--- src/rtl/index_mask_decoder_pkg.sv ---
// useful_pkg: shared state type for the index mask decoder
package useful_pkg;
  typedef enum logic {ACCUM, HOLD} idx_dec_state_t;
endpackage

--- src/rtl/index_mask_decoder_onehot.sv ---
// onehot_decoder: binary index to one-hot vector, flags indices beyond the mask width
module onehot_decoder #(
  parameter int MASKWIDTH = 16,
  localparam int INDEXWIDTH = $clog2(MASKWIDTH)
) (
  input  logic [INDEXWIDTH-1:0] index,
  output logic [MASKWIDTH-1:0]  onehot,
  output logic                  out_of_range
);
  for (genvar g = 0; g < MASKWIDTH; g++) begin : g_bit
    assign onehot[g] = index == INDEXWIDTH'(g);
  end
  assign out_of_range = {1'b0, index} >= (INDEXWIDTH+1)'(MASKWIDTH);
endmodule

--- src/rtl/index_mask_decoder.sv ---
// index_mask_decoder: ORs a stream of decoded indices into a mask and hands it out per packet
module index_mask_decoder
  import useful_pkg::*;
#(
  parameter int MASKWIDTH = 16,
  localparam int INDEXWIDTH = $clog2(MASKWIDTH),
  localparam int COUNTWIDTH = $clog2(MASKWIDTH+1)
) (
  input  logic                  clk,
  input  logic                  rst,
  input  logic                  in_valid,
  output logic                  in_ready,
  input  logic [INDEXWIDTH-1:0] in_index,
  input  logic                  in_null,
  input  logic                  in_last,
  output logic                  out_valid,
  input  logic                  out_ready,
  output logic [MASKWIDTH-1:0]  out_mask,
  output logic [COUNTWIDTH-1:0] out_count,
  output logic                  out_dup,
  output logic                  out_range
);
  idx_dec_state_t state, state_nx;
  logic [MASKWIDTH-1:0] onehot, mask_base, mask_nx;
  logic [COUNTWIDTH-1:0] count_base, count_nx;
  logic oor, accept, hs, hit, seen, dup_nx, range_nx;
  onehot_decoder #(.MASKWIDTH(MASKWIDTH)) u_dec (.index(in_index), .onehot(onehot), .out_of_range(oor));
  assign out_valid = state == HOLD;
  assign in_ready  = out_valid ? out_ready : 1'b1;
  // a handshake retires the held mask, so any same-cycle beat starts from zero
  always_comb begin
    accept     = in_valid & in_ready;
    hs         = out_valid & out_ready;
    mask_base  = hs ? '0 : out_mask;
    count_base = hs ? '0 : out_count;
    hit        = accept & ~in_null & ~oor;
    seen       = |(mask_base & onehot);
    mask_nx    = hit ? (mask_base | onehot) : mask_base;
    count_nx   = count_base + COUNTWIDTH'(hit & ~seen);
    dup_nx     = (hs ? 1'b0 : out_dup) | (hit & seen);
    range_nx   = (hs ? 1'b0 : out_range) | (accept & ~in_null & oor);
    state_nx   = (accept & in_last) ? HOLD : hs ? ACCUM : state;
  end
  always_ff @(posedge clk) begin
    if (rst) begin
      state     <= ACCUM;
      out_mask  <= '0;
      out_count <= '0;
      out_dup   <= 1'b0;
      out_range <= 1'b0;
    end else begin
      state     <= state_nx;
      out_mask  <= mask_nx;
      out_count <= count_nx;
      out_dup   <= dup_nx;
      out_range <= range_nx;
    end
  end
endmodule

--- config.mk ---
export PLATFORM = sky130hd
export DESIGN_NAME = index_mask_decoder
export DESIGN_NICKNAME = d
export VERILOG_FILES = /design/src/rtl/index_mask_decoder_pkg.sv /design/src/rtl/index_mask_decoder_onehot.sv /design/src/rtl/index_mask_decoder.sv
export SDC_FILE = /design/constraint.sdc
export NUM_CORES = 1
export LEC_CHECK = 0
export BUFFER_PORTS_ARGS = -buffer_cell sky130_fd_sc_hd__clkbuf_2
export CAP_MARGIN = 40
export CORE_UTILIZATION = 31
export DETAILED_ROUTE_END_ITERATION = 10
export PLACE_DENSITY = 0.55
export SLEW_MARGIN = 20
export SYNTH_ARGS = -nofsm -noshare
export SYNTH_HDL_FRONTEND = slang
export SYNTH_SLANG_ARGS = --single-unit
--- constraint.sdc ---
create_clock -name clk -period 4 [get_ports clk]
set_clock_uncertainty 0.1 [all_clocks]
set_input_delay 0.6 -clock clk [delete_from_list [all_inputs] [get_ports clk]]
set_output_delay 0.6 -clock clk [all_outputs]
set_load 0.005 [all_outputs]
==> impl_metrics.tcl <==
set metrics [dict create \
    power.total_uw 387.2 \
    synth.area.top_cells "dfxtp_1 42%, a22oi_1 6.9%, nor2_1 6.9%, a32oi_1 4.0%, a21oi_1 3.2%" \
    grt_usage_pct 14.64 \
    setup_viol 0 \
    numCtsBuffers 3 \
    dp.cells 195 \
    clk_path_buf_depth 2 \
    drt_iter0_drc 67 \
    clock_power_share_pct 28.2 \
    antenna_found_initial 0 \
    worstSetupPathType "in2reg" \
    grt_pass1_wl_um 4057 \
    syn_avg_cell_area_sq_um 8.748 \
    io_pins 35 \
    globalRouteOverflowTotal 0 \
    viasPerCell 4.985 \
    n_antenna_cell 0 \
    use_met2_pct 23.76 \
    die-area_sq_mm 0.003769 \
    final_nets 166 \
    switchingPower_uw 98.96 \
    synth_edf_count 0 \
    place_congestion 0.7781 \
    yosysWarnings 0 \
    hold_path_class "in2reg" \
    synth.net_count 137 \
    async_reset_ff_share_pct 0 \
    hpwl_um 1813 \
    rsz0062_at_grt "false" \
    postCtsSetupRepairBufs 0 \
    drv_slew 0 \
    syn_area_sq_mm 0.001094 \
    fin_area_sq_mm 0.001295 \
    synth_cell_types 35 \
    irDropWorstVdd_mv 0.1456 \
    power_frac_seq_pct 60.9 \
    comb_power_share_pct 10.9 \
    end_kind "flop" \
    worst_pin_slew_ns 0.6429 \
    cts_resized 0 \
    numPortBuffers 33 \
    intPower_uw 288.3 \
    synthCells 125 \
    placement_rows 21 \
    setup-tns-final_ns 0 \
    synth.top_cells.by_count "23 x dfxtp_1, 20 x nor2_1, 10 x a22oi_1, 8 x nand2_1, 7 x a21oi_1" \
    cts_tree "done" \
    wirelength_um 2523 \
    crit_required_ns 4.14 \
    n_fill_cell 391 \
    slowest_delay_ns 0.37 \
    cts_root_buffer "clkbuf_4" \
    max_freq_mhz 388.4 \
    core-area_sq_mm 0.003363 \
    cap_violations 0 \
    arrival_ns 2.72 \
    slowest_stage "or3_1" \
    crit_chain "clkbuf_2, mux2_4, o211ai_2, a21oi_1, or3_1, a21oi_1, ha_1, ha_1, nand3_1, xor2_1, nor3_1" \
    met3_usage_pct 4.412 \
    drive_above_1_share_pct 27.45 \
    cp-start-kind "input port" \
    final_cells 199 \
    place_area_sq_mm 0.001269 \
    areaGrowthSynthToFinish_pct 18.42 \
    clk_latency_ns 0.31 \
    postRouteAntennaNets 0 \
    powerDensity_mw_per_mm2 299.0 \
    ys_ff_latch 23 \
    layout_min_cycle_time_ns 2.574 \
    clkSinkCount 23 \
    finalCritPeriodShare_pct 64.36 \
    start_util_pct 32.51 \
    yosys.area.top_type_share_pct 42.11 \
    grt_pass1_vias 898 \
    die_height_um 61.40 \
    busiest_layer "met2" \
    synthFlopType "dfxtp_1" \
    routedWlPerCell_um 12.68 \
    grt_max_degree 25 \
    yosysTopAreaCell "dfxtp_1" \
    dr.pass1.iters 4 \
    cts-htree-levels 1 \
    remaining_drc_errors 0 \
    ys_seq_area_share_pct 42.11 \
    use_met1_pct 19.46 \
    ctsHoldBuffers 0 \
    p_leak_uw 0.0005495 \
    p_sw_share_pct 25.56 \
    path_clk_slew_ns 0.13 \
    yosysMostFrequentCell "dfxtp_1" \
    max_slew_margin_pct 56.81 \
    outcome "complete, no violations" \
    cp_max_fo 13 \
    die_w_um 61.40 \
    final_hold_viol_count 0 \
    vias 992 \
]
==> cell usage in the layout, fill, tap and decap left out <==
cell type / n
nor3_1: 6
mux2i_1: 1
nand3_1: 2
and2_1: 3
nor2_1: 20
nand4b_1: 1
mux2_1: 1
nor2b_1: 5
o21a_1: 1
inv_2: 1
a21boi_1: 1
xor2_1: 3
o21ai_0: 1
a22oi_1: 10
nor3b_1: 3
o31ai_1: 1
o2bb2ai_1: 1
nand2b_1: 1
nand4_1: 1
clkbuf_1: 1
a21bo_2: 1
mux2_4: 2
nand2_1: 8
a31oi_1: 1
or3_1: 1
o211ai_2: 1
clkbuf_2: 33
dfxtp_1: 23
a32oi_1: 5
ha_1: 2
clkbuf_4: 3
mux2_2: 1
conb_1: 1
a21oi_1: 7
==> per-layer routing <==
metal,routed length [um],vias up
met4,16,0
met5,0,-
met3,112,2
li1,-,503
met2,1182,22
met1,1213,465
==> power groups by stage <==
stage | registers, uW | logic (uW) | clock network [uW]
floorplan | 241 | 29.3 | 0
global placement | 241 | 42.2 | 0
detailed placement | 241 | 42.5 | 0
CTS | 236 | 42.7 | 114
global route | 237 | 48.1 | 121
finish | 236 | 42.3 | 109
==> critical path, delay by kind of cell <==
kind	cells	cell delay [ns]
AND/OR/NAND/NOR	3	0.59
AO/OA/AOI/OAI	3	0.38
adder cells (fa/ha/maj)	2	0.37
multiplexers	1	0.34
buffers and inverters	1	0.28
XOR/XNOR	1	0.15
==> logic make-up (layout without fill, tap and decap cells) <==
| family | after synthesis | after routing | synth area share, % |
|---|---|---|---|
| AND/OR/NAND/NOR | 51 | 51 | 22.43 |
| AO/OA/AOI/OAI | 30 | 30 | 20.02 |
| flip-flops | 23 | 23 | 42.11 |
| buffers and inverters | 10 | 38 | 4.691 |
| multiplexers | 5 | 5 | 5.721 |
| XOR/XNOR | 3 | 3 | 2.403 |
| adder cells (fa/ha/maj) | 2 | 2 | 2.288 |
| other | 1 | 1 | 0.3429 |
==> final cells by class <==
cell class / count / area, sq um / share of cell area (%)
repair buffers: 33 / 165.2 / 12.75
multi-input cells: 92 / 581.8 / 44.93
clock buffers: 4 / 26.28 / 2.029
flip-flops and latches: 23 / 460.4 / 35.56
well taps: 46 / 57.56 / 4.444
inverters: 1 / 3.754 / 0.2899
==> stage by stage <==
step | hold WS [ns] | setup WS (ns) | utilization [%]
3_5_place_dp | 0.3957 | 1.089 | 37.72
4_1_cts | 0.3912 | 1.421 | 38.50
5_1_grt | 0.3994 | 1.248 | 38.50
6_report | 0.3993 | 1.426 | 38.50
2_1_floorplan | 0.3861 | 1.563 | -
3_3_place_gp | 0.3868 | 1.137 | 37.72
==> state kept, by name, summed over array words and instances (netlist names) <==
register   flops
out_valid      1
out_count      5
out_dup        1
out_mask      16
==> path summary, 6_finish.rpt <==
check	startpoint	endpoint	slack [ns]	cells past startpoint
setup reg to reg	out_mask[10]	out_count[4]	1.72	10
hold reg to reg	out_dup	out_dup	0.42	2
setup / recovery	in_index[3]	out_count[4]	1.43	11
hold / removal	in_last	out_valid	0.40	3
Power figures use the tool's default switching activity.
